`src/rtl/ext_mem_arbiter.sv`:
```
`default_nettype none
// +----------------------------------------------------------------------+
// | Module  : ext_mem_arbiter                                            |
// | Desc    : imem/dmem arbiter onto one external memory bus, timeout.   |
// | Rev     : 1.0                                                        |
// +----------------------------------------------------------------------+
module ext_mem_arbiter #(
  parameter int WORD_SIZE      = 32,
  parameter int MAX_DMEM_BURST = 4,
  parameter int TIMEOUT        = 255
) (
  input  logic                 clk,
  input  logic                 rst,
  input  logic                 imem_req,
  input  logic [31:0]          imem_addr,
  output logic                 imem_ack,
  output logic [WORD_SIZE-1:0] imem_rdata,
  input  logic                 dmem_req,
  input  logic                 dmem_we,
  input  logic [31:0]          dmem_addr,
  input  logic [WORD_SIZE-1:0] dmem_wdata,
  output logic                 dmem_ack,
  output logic [WORD_SIZE-1:0] dmem_rdata,
  output logic [31:0]          mem_addr,
  output logic [WORD_SIZE-1:0] data_in,
  input  logic [WORD_SIZE-1:0] data_out,
  output logic                 en_ext_mem_re,
  output logic                 en_ext_mem_wr,
  input  logic                 mem_ready,
  output logic                 timeout_err
);

  localparam int c_STREAK_W = $clog2(MAX_DMEM_BURST + 1);
  localparam int c_TMO_W    = $clog2(TIMEOUT + 1);
  localparam logic [c_STREAK_W-1:0] c_STREAK_MAX = c_STREAK_W'(MAX_DMEM_BURST);
  localparam logic [c_TMO_W-1:0]    c_TMO_LAST   = c_TMO_W'(TIMEOUT - 1);

  typedef enum logic [1:0] {
    S_IDLE    = 2'd0,
    S_IMEM_OP = 2'd1,
    S_DMEM_OP = 2'd2
  } state_t;

  state_t                 r_state;
  state_t                 w_state_nxt;
  logic [c_STREAK_W-1:0]  r_streak;
  logic [c_TMO_W-1:0]     r_tmo_cnt;
  logic                   r_we;
  logic                   r_imem_ack;
  logic                   r_dmem_ack;
  logic                   r_terr;
  logic                   r_re;
  logic                   r_wr;
  logic [31:0]            r_mem_addr;
  logic [WORD_SIZE-1:0]   r_data_in;
  logic [WORD_SIZE-1:0]   r_imem_rdata;
  logic [WORD_SIZE-1:0]   r_dmem_rdata;

  logic w_streak_full;
  logic w_dmem_wins;
  logic w_grant_d;
  logic w_grant_i;
  logic w_in_op;
  logic w_tmo_hit;
  logic w_done;

  // A still-asserted req from the port acked this cycle is not re-granted,
  // but if it would win arbitration it holds off the other port for a cycle.
  always_comb begin
    w_streak_full = (r_streak == c_STREAK_MAX);
    w_dmem_wins   = dmem_req && !(w_streak_full && imem_req);
    w_grant_d     = (r_state == S_IDLE) && w_dmem_wins && !r_dmem_ack;
    w_grant_i     = (r_state == S_IDLE) && !w_dmem_wins && imem_req && !r_imem_ack;
    w_in_op       = (r_state != S_IDLE);
    w_tmo_hit     = w_in_op && !mem_ready && (r_tmo_cnt == c_TMO_LAST);
    w_done        = w_in_op && (mem_ready || w_tmo_hit);
  end

  always_comb begin
    w_state_nxt = r_state;
    case (r_state)
      S_IDLE: begin
        if (w_grant_d) begin
          w_state_nxt = S_DMEM_OP;
        end else if (w_grant_i) begin
          w_state_nxt = S_IMEM_OP;
        end
      end
      S_IMEM_OP, S_DMEM_OP: begin
        if (w_done) begin
          w_state_nxt = S_IDLE;
        end
      end
      default: w_state_nxt = S_IDLE;
    endcase
  end

  always_ff @(posedge clk or negedge rst) begin
    if (!rst) begin
      r_state <= S_IDLE;
    end else begin
      r_state <= w_state_nxt;
    end
  end

  always_ff @(posedge clk or negedge rst) begin
    if (!rst) begin
      r_streak     <= '0;
      r_tmo_cnt    <= '0;
      r_we         <= 1'b0;
      r_imem_ack   <= 1'b0;
      r_dmem_ack   <= 1'b0;
      r_terr       <= 1'b0;
      r_re         <= 1'b0;
      r_wr         <= 1'b0;
      r_mem_addr   <= '0;
      r_data_in    <= '0;
      r_imem_rdata <= '0;
      r_dmem_rdata <= '0;
    end else begin
      r_imem_ack <= w_done && (r_state == S_IMEM_OP);
      r_dmem_ack <= w_done && (r_state == S_DMEM_OP);
      r_terr     <= w_tmo_hit;

      if (w_grant_d) begin
        r_mem_addr <= dmem_addr;
        r_data_in  <= dmem_wdata;
        r_we       <= dmem_we;
        r_re       <= !dmem_we;
        r_wr       <= dmem_we;
      end else if (w_grant_i) begin
        r_mem_addr <= imem_addr;
        r_we       <= 1'b0;
        r_re       <= 1'b1;
        r_wr       <= 1'b0;
      end else if (w_done) begin
        r_re <= 1'b0;
        r_wr <= 1'b0;
      end

      if (w_grant_d || w_grant_i) begin
        r_tmo_cnt <= '0;
      end else if (w_in_op && !mem_ready && !w_tmo_hit) begin
        r_tmo_cnt <= r_tmo_cnt + c_TMO_W'(1);
      end

      if (r_state == S_IMEM_OP) begin
        if (mem_ready) begin
          r_imem_rdata <= data_out;
        end else if (w_tmo_hit) begin
          r_imem_rdata <= '0;
        end
      end

      // Writes leave dmem_rdata untouched; only an abort clears it.
      if (r_state == S_DMEM_OP) begin
        if (mem_ready) begin
          if (!r_we) begin
            r_dmem_rdata <= data_out;
          end
        end else if (w_tmo_hit) begin
          r_dmem_rdata <= '0;
        end
      end

      if (!imem_req || w_grant_i) begin
        r_streak <= '0;
      end else if (w_grant_d && !w_streak_full) begin
        r_streak <= r_streak + c_STREAK_W'(1);
      end
    end
  end

  assign imem_ack      = r_imem_ack;
  assign dmem_ack      = r_dmem_ack;
  assign imem_rdata    = r_imem_rdata;
  assign dmem_rdata    = r_dmem_rdata;
  assign mem_addr      = r_mem_addr;
  assign data_in       = r_data_in;
  assign en_ext_mem_re = r_re;
  assign en_ext_mem_wr = r_wr;
  assign timeout_err   = r_terr;

endmodule
`default_nettype wire

```
`config.mk`:
```
export PLATFORM = sky130hd
export DESIGN_NAME = ext_mem_arbiter
export DESIGN_NICKNAME = d
export VERILOG_FILES = /design/src/rtl/ext_mem_arbiter.sv
export SDC_FILE = /design/constraint.sdc
export NUM_CORES = 1
export LEC_CHECK = 0
export ABC_AREA = 0
export CORE_AREA = 2 2 122 124
export DETAILED_ROUTE_END_ITERATION = 7
export DIE_AREA = 0 0 124 126
export PLACE_DENSITY = 0.8
export SLEW_MARGIN = 20
export SYNTH_ARGS = -nofsm -noshare
export SYNTH_HDL_FRONTEND = slang
export SYNTH_SLANG_ARGS = --single-unit
```
`constraint.sdc`:
```
create_clock -name clk -period 2.1 [get_ports clk]
set_input_delay 0.315 -clock clk [delete_from_list [all_inputs] [get_ports clk]]
set_output_delay 0.315 -clock clk [all_outputs]
set_load 0.03 [all_outputs]
```
==> flow_summary.toml, run 1 <==
[synth]
synth_nets = 595
ys_seq_area_frac = 0.625
synthCells = 454
yosysUniqueCellTypes = 43
syn-cell-area_mm2 = 0.00588
syn_area_per_cell_um2 = 13.0
ys_warn_count = 0
ys_ff_latch = 147

[run]
maxCapViolCount = 0

[final_layout]
drive_above_1_share = 0.118
multi_input_area_mm2 = 0.00202
nets = 864
area_growth_pct = 60.0
fill_cells = 1053
final-seq-area_mm2 = 0.00368
antennaDiodeCount = 0
fin_util = 0.658

[clock_tree]
cts.sinks = 147
cts_buffers = 17
clkTransAtPathRegs_ns = 0.06
clk_latency_ns = 0.41
post_cts_buffers = 0
clockBufferDepth = 2
ctsRootBufferMaster = "clkbuf_16"
cts_tree = "built"
htreeDepth = 4

[global_route]
grt_pass1_vias = 4967
grt_pass1_wl_um = 25400
grt.total_usage = 0.211
antenna_found_initial = 0
overflow = 0
grt_max_degree = 58

[critical_path]
cp_max_fo = 32
reg2reg_slack_ns = 0.20
start_kind = "flip-flop"
critPathRequiredTime_ns = 2.39
arrival_ns = 2.19
cp-end-kind = "flip-flop"
crit_type = "flip-flop to flip-flop"

[sta]
maxSlewViolCount = 0
setup-tns-final_ns = 0
rsz0062_at_grt = "false"
worstMarginPinSlew_ns = 0.434
final-hold-violation-count = 0
setup_violations = 0
fin_skew_ns = 0.00859
clock.fmax_ghz = 0.526
post-route-period-util = 0.905
max_slew_margin = 0.710
finalCriticalPeriod_ns = 1.90

[place]
io_buffers = 266
dp_hpwl_um = 11800
globalplace.congestion = 0.869

[drt]
drt-pass1-iter-count = 7
wl_per_cell_um = 18.0
via_per_inst = 5.23
drt_iter0_markers = 246
drt_wl_total_um = 16600
vias = 4807
ant_nets = 0
drc_errors = 0

[power]
p_clk_frac = 0.194
leakagePower_uw = 0.00419
vdd_drop_max_v = 0.000960
p_sw_frac = 0.397
p_int_uw = 9730
pwr_density_cell_mw_per_mm2 = 1720
combPwrFrac = 0.505
seqPwrFrac = 0.301
fin_total_pwr_uw = 16200
switching_power_uw = 6420

[floorplan]
chipHeight_um = 126
fp.coreArea_mm2 = 0.0143
rows = 44
ios = 267
die_w_um = 124
dieArea_mm2 = 0.0156
floorplan.initialDensity = 0.411

[status]
outcome = "finished clean"

[worst_hold_path]
worstHoldPathType = "primary input to async pin"
worst max-delay path: stages (launching register included):
cell	delay (ns)
dfrtp_1	0.42
inv_1	0.08
ha_1	0.15
nand3_1	0.23
nor3_1	0.31
o21ai_2	0.08
buf_4	0.26
a22o_1	0.25
layout make-up:
class	instances	area share
inverters	6	0.00239
clock inverters	13	0.0197
clock buffers	18	0.0456
repair buffers	280	0.302
multi-input cells	271	0.215
flip-flops and latches	147	0.391
well taps	184	0.0245
path summary, 6_finish.rpt:
kind / from / cells after the start / end
max: r_tmo_cnt[0]$_DFFE_PN0P_ / 7 / imem_rdata[30]$_DFFE_PN0P_
min: rst / 2 / imem_rdata[15]$_DFFE_PN0P_
max reg2reg: r_tmo_cnt[0]$_DFFE_PN0P_ / 7 / imem_rdata[30]$_DFFE_PN0P_
min reg2reg: mem_addr[26]$_DFFE_PN0P_ / 2 / mem_addr[26]$_DFFE_PN0P_
max in group asynchronous: rst / 3 / r_state[0]$_DFFE_PN0P_
min in group clk: mem_addr[26]$_DFFE_PN0P_ / 2 / mem_addr[26]$_DFFE_PN0P_
flip-flops by register name (all words and copies together) (netlist names):
name / cells
dmem_rdata: 32
r_we: 1
imem_ack: 1
mem_addr: 32
imem_rdata: 32
r_tmo_cnt: 8
en_ext_mem_wr: 1
timeout_err: 1
dmem_ack: 1
r_streak: 3
data_in: 32
en_ext_mem_re: 1
r_state: 2
metal layers:
layer	vias up	routed length, µm	part of all wire	track usage
li1	2195	-	-	-
met2	229	8140	0.49	0.349
met5	-	0	0	0
met4	0	323	0.019	0.0793
met1	2358	6480	0.39	0.254
met3	25	1620	0.098	0.0711
repair_timing:
| item | 4_1_cts | 5_1_grt |
|---|---|---|
| setup endpoints to repair | 0 | 33 |
| gates resized for setup | 0 | 1 |
| hold endpoints to repair | 45 | 0 |
| hold buffers | 1 | 0 |
synth_stat cells, drive strengths merged:
master	count	area share
nand3b	2	0.0026
a22o	65	0.097
nor3b	1	0.0013
clkbuf	7	0.0045
buf	23	0.025
and3	1	0.0011
inv	6	0.0038
nor4	1	0.0036
nor2b	1	0.0011
o211ai	3	0.0038
nor2	7	0.0045
xnor2	1	0.0015
and2	7	0.0074
nand4	1	0.0036
mux2i	1	0.0017
a32o	1	0.0017
o21ai	6	0.0057
mux2	32	0.061
o2bb2ai	1	0.0047
o31a	1	0.0015
a2bb2oi	1	0.0015
or4	2	0.0026
dfrtp	147	0.63
nand2	70	0.045
o31ai	3	0.0038
o22a	1	0.0015
a21boi	1	0.0032
o2111ai	2	0.0030
nor3	1	0.00085
xor2	3	0.0045
nand3	7	0.0068
and3b	1	0.0015
a211oi	1	0.0013
nand2b	2	0.0021
a21oi	5	0.0043
a22oi	32	0.041
ha	7	0.015
metrics by stage:
stage	instance area, µm²	hold slack [ns]	cells	setup WS (ns)
after floorplan	5880	0.0194	454	0.277
after global placement	8790	0.266	887	0.187
after detailed placement	8790	0.270	887	0.0853
after CTS	9410	0.407	919	0.0696
after global routing	9420	0.437	919	0.0584
final	9420	0.399	919	0.200
cell families (layout without fill, tap and decap cells):
family,Yosys count,count (layout),share of synthesized area
compound gates,123,123,0.174
buf+inv,36,317,0.0336
simple gates,104,104,0.0840
fa+ha+maj,7,7,0.0149
mux,33,33,0.0629
flops,147,147,0.625
xor+xnor,4,4,0.00595
power by group through the flow:
| stage | registers, µW | logic [µW] | clock network, µW |
|---|---|---|---|
| 6_report | 4860 | 8170 | 3130 |
| 5_1_grt | 5010 | 8630 | 3330 |
| 4_1_cts | 4860 | 8240 | 3200 |
| 3_5_place_dp | 4870 | 8180 | 0 |
| 3_3_place_gp | 4810 | 8020 | 0 |
| 2_1_floorplan | 7170 | 2370 | 0 |
cells in the final DEF (no fill, tap or decap), types with 3 or more instances in the layout:
cell type	synthesis	routed
and2_1	7	7
xor2_1	3	3
nor2_1	7	6
buf_12	0	6
mux2_2	32	32
ha_1	7	6
o21ai_0	3	3
clkbuf_16	0	17
clkdlybuf4s50_1	0	265
nand3_1	6	6
o31ai_1	3	3
a22o_1	65	65
inv_1	6	6
clkinv_2	0	3
a21oi_1	5	5
buf_4	1	7
nand2_1	69	69
clkinv_4	0	3
dfrtp_1	147	147
a22oi_1	32	32
bufinv_16	0	4
o211ai_1	3	3
(Power assumes the default switching activity.)
==> run 2: changes to the inputs <==
--- a/config.mk
+++ b/config.mk
@@ -9,7 +9,7 @@
 export CORE_AREA = 2 2 122 124
 export DETAILED_ROUTE_END_ITERATION = 7
 export DIE_AREA = 0 0 124 126
-export PLACE_DENSITY = 0.8
+export PLACE_DENSITY = 0.89
 export SLEW_MARGIN = 20
 export SYNTH_ARGS = -nofsm -noshare
 export SYNTH_HDL_FRONTEND = slang
==> run 2 against run 1 <==
Via count up 1.5%. Worst setup slack worse by 0.046 ns. Wire length up 1.4%. Clock skew down 0.0011 ns. Fmax down 2.4%. Core utilization down 0.17 points. Combinational power about the same. Clock-buffer cell count up 3. Sequential share of layout area up 0.10 points. Non-clock buffer count up 2. Cell area down 0.27%. Final cell count up 0.33%. Critical path type unchanged. Critical endpoint is now imem_rdata[22]$_DFFE_PN0P_.
==> flow_summary.toml, run 2 (synthesis gave the netlist of run 1 again) <==
[sta]
rsz0062_at_grt = "false"
setup_violations = 0
setup_ws_ns = 0.154
final-hold-violation-count = 0
finalCriticalPeriod_ns = 1.95
setup-tns-final_ns = 0
fin_skew_ns = 0.00744
maxSlewViolCount = 0
post-route-period-util = 0.927
clock.fmax_ghz = 0.514
max_slew_margin = 0.620
worstMarginPinSlew_ns = 0.570

[floorplan]
die_w_um = 124
fp.coreArea_mm2 = 0.0143
chipHeight_um = 126
dieArea_mm2 = 0.0156
floorplan.initialDensity = 0.411
ios = 267
rows = 44

[critical_path]
start_kind = "flip-flop"
cp_max_fo = 32
crit_path_max_incr_delay_ns = 0.42
crit_type = "flip-flop to flip-flop"
arrival_ns = 2.24
critPathTopFamily = "simple AND/OR/NAND/NOR gates"
critPathRequiredTime_ns = 2.39
cp-end-kind = "flip-flop"
crit_path_cell_trace = "inv_1, ha_1, nand3_1, nor3_1, o21ai_2, buf_4, a22o_1"
crit_buf_inv = 2
slowest_stage = "dfrtp_1"

[global_route]
overflow = 0
antenna_found_initial = 0
grt_pass1_wl_um = 26700
grt_max_degree = 59
grt_pass1_vias = 5253
grt.total_usage = 0.223

[place]
dp_slack_ns = 0.0730
dp_hpwl_um = 11800
io_buffers = 266
globalplace.congestion = 0.794

[clock_tree]
cts_tree = "built"
cts_buffers = 17
clkTransAtPathRegs_ns = 0.06
htreeDepth = 4
ctsRootBufferMaster = "clkbuf_16"
clockBufferDepth = 2
clk_latency_ns = 0.41
cts.sinks = 147

[final_layout]
multi_input_area_mm2 = 0.00202
antennaDiodeCount = 0
fill_cells = 1030
layout_commonest_cell = "clkdlybuf4s50_1"
final-seq-area_mm2 = 0.00368
nets = 866
drive_above_1_share = 0.121
layout_common_cells = "265 x clkdlybuf4s50_1, 147 x dfrtp_1, 69 x nand2_1"
area_growth_pct = 59.6

[drt]
drt_wl_total_um = 16800
wl_per_cell_um = 18.2
via_per_inst = 5.29
drc_errors = 0
drt_iter0_markers = 277
ant_nets = 0
vias = 4880
drt-pass1-iter-count = 4

[status]
outcome = "finished clean"

[run]
maxCapViolCount = 0

[power]
leakagePower_uw = 0.00417
pwr_density_cell_mw_per_mm2 = 1710
vdd_drop_max_v = 0.000853

[worst_hold_path]
worstHoldPathType = "primary input to async pin"
-- run 2: cell types whose count changed in the layout (fill, tap and decap cells not counted), sizes merged --
cell | before | now
inv | 7 | 8
bufinv | 4 | 2
clkbuf | 18 | 21
buf | 14 | 16
clkinv | 6 | 3
clkinvlp | 2 | 4
-- run 2: power by group --
group / internal (µW) / switching [µW] / leakage (µW)
Clock: 1820 / 1180 / 0.000276
Sequential: 4110 / 756 / 0.00183
Combinational: 3630 / 4530 / 0.00207
-- run 2: through the flow --
step / util / std cells / hold WS, ns / power (µW) / instance area (µm²)
5_1_grt: 0.656 / 922 / 0.489 / 16800 / 9390
2_1_floorplan: - / 454 / 0.0194 / 9540 / 5880
4_1_cts: 0.656 / 922 / 0.476 / 16100 / 9390
3_5_place_dp: 0.614 / 889 / 0.336 / 13000 / 8790
3_3_place_gp: 0.614 / 889 / 0.326 / 12800 / 8790
6_report: 0.656 / 922 / 0.461 / 16000 / 9390
-- run 2: path summary, 6_finish.rpt --
path                                           from                    endpoint  slack (ns)  depth (start not counted)
setup reg to reg           r_tmo_cnt[0]$_DFFE_PN0P_  imem_rdata[22]$_DFFE_PN0P_        0.15                          7
min in group clk           mem_addr[21]$_DFFE_PN0P_    mem_addr[21]$_DFFE_PN0P_        0.47                          2
max in group asynchronous                       rst   imem_rdata[7]$_DFFE_PN0P_        0.92                          3
hold / removal                                  rst    mem_addr[23]$_DFFE_PN0P_        0.46                          2
hold reg to reg            mem_addr[21]$_DFFE_PN0P_    mem_addr[21]$_DFFE_PN0P_        0.47                          2
setup / recovery           r_tmo_cnt[0]$_DFFE_PN0P_  imem_rdata[22]$_DFFE_PN0P_        0.15                          7
-- run 2: worst reg2reg max path, delay by kind of cell (launching register included) --
| family | cells | cell delay (ns) |
|---|---|---|
| and+or+nand+nor | 2 | 0.60 |
| DFF | 1 | 0.42 |
| AOI/OAI and AO/OA | 2 | 0.33 |
| buffers and inverters | 2 | 0.32 |
| adders and majority gates | 1 | 0.16 |
-- run 2: cell type report --
cell class                 instances  area share
sequential                       147       0.392
timing repair buffer             282       0.303
clock inverter                    11      0.0135
multi-input combinational        271       0.215
inverter                           6     0.00240
clock buffer                      21      0.0490
tap                              184      0.0245
-- run 2: metal layers --
metal,track usage,share of wire,vias up
met1,0.258,0.39,2440
met3,0.0661,0.076,27
met5,0,0,-
met2,0.385,0.51,230
met4,0.0872,0.019,0
li1,-,-,2183
-- run 2: timing repair --
| action | CTS | global route |
|---|---|---|
| hold buffers | 1 | 0 |
| buffers inserted | 0 | 0 |
| gates resized for setup | 0 | 1 |
| endpoints found under the setup margin | 0 | 35 |
| hold endpoints to repair | 54 | 0 |
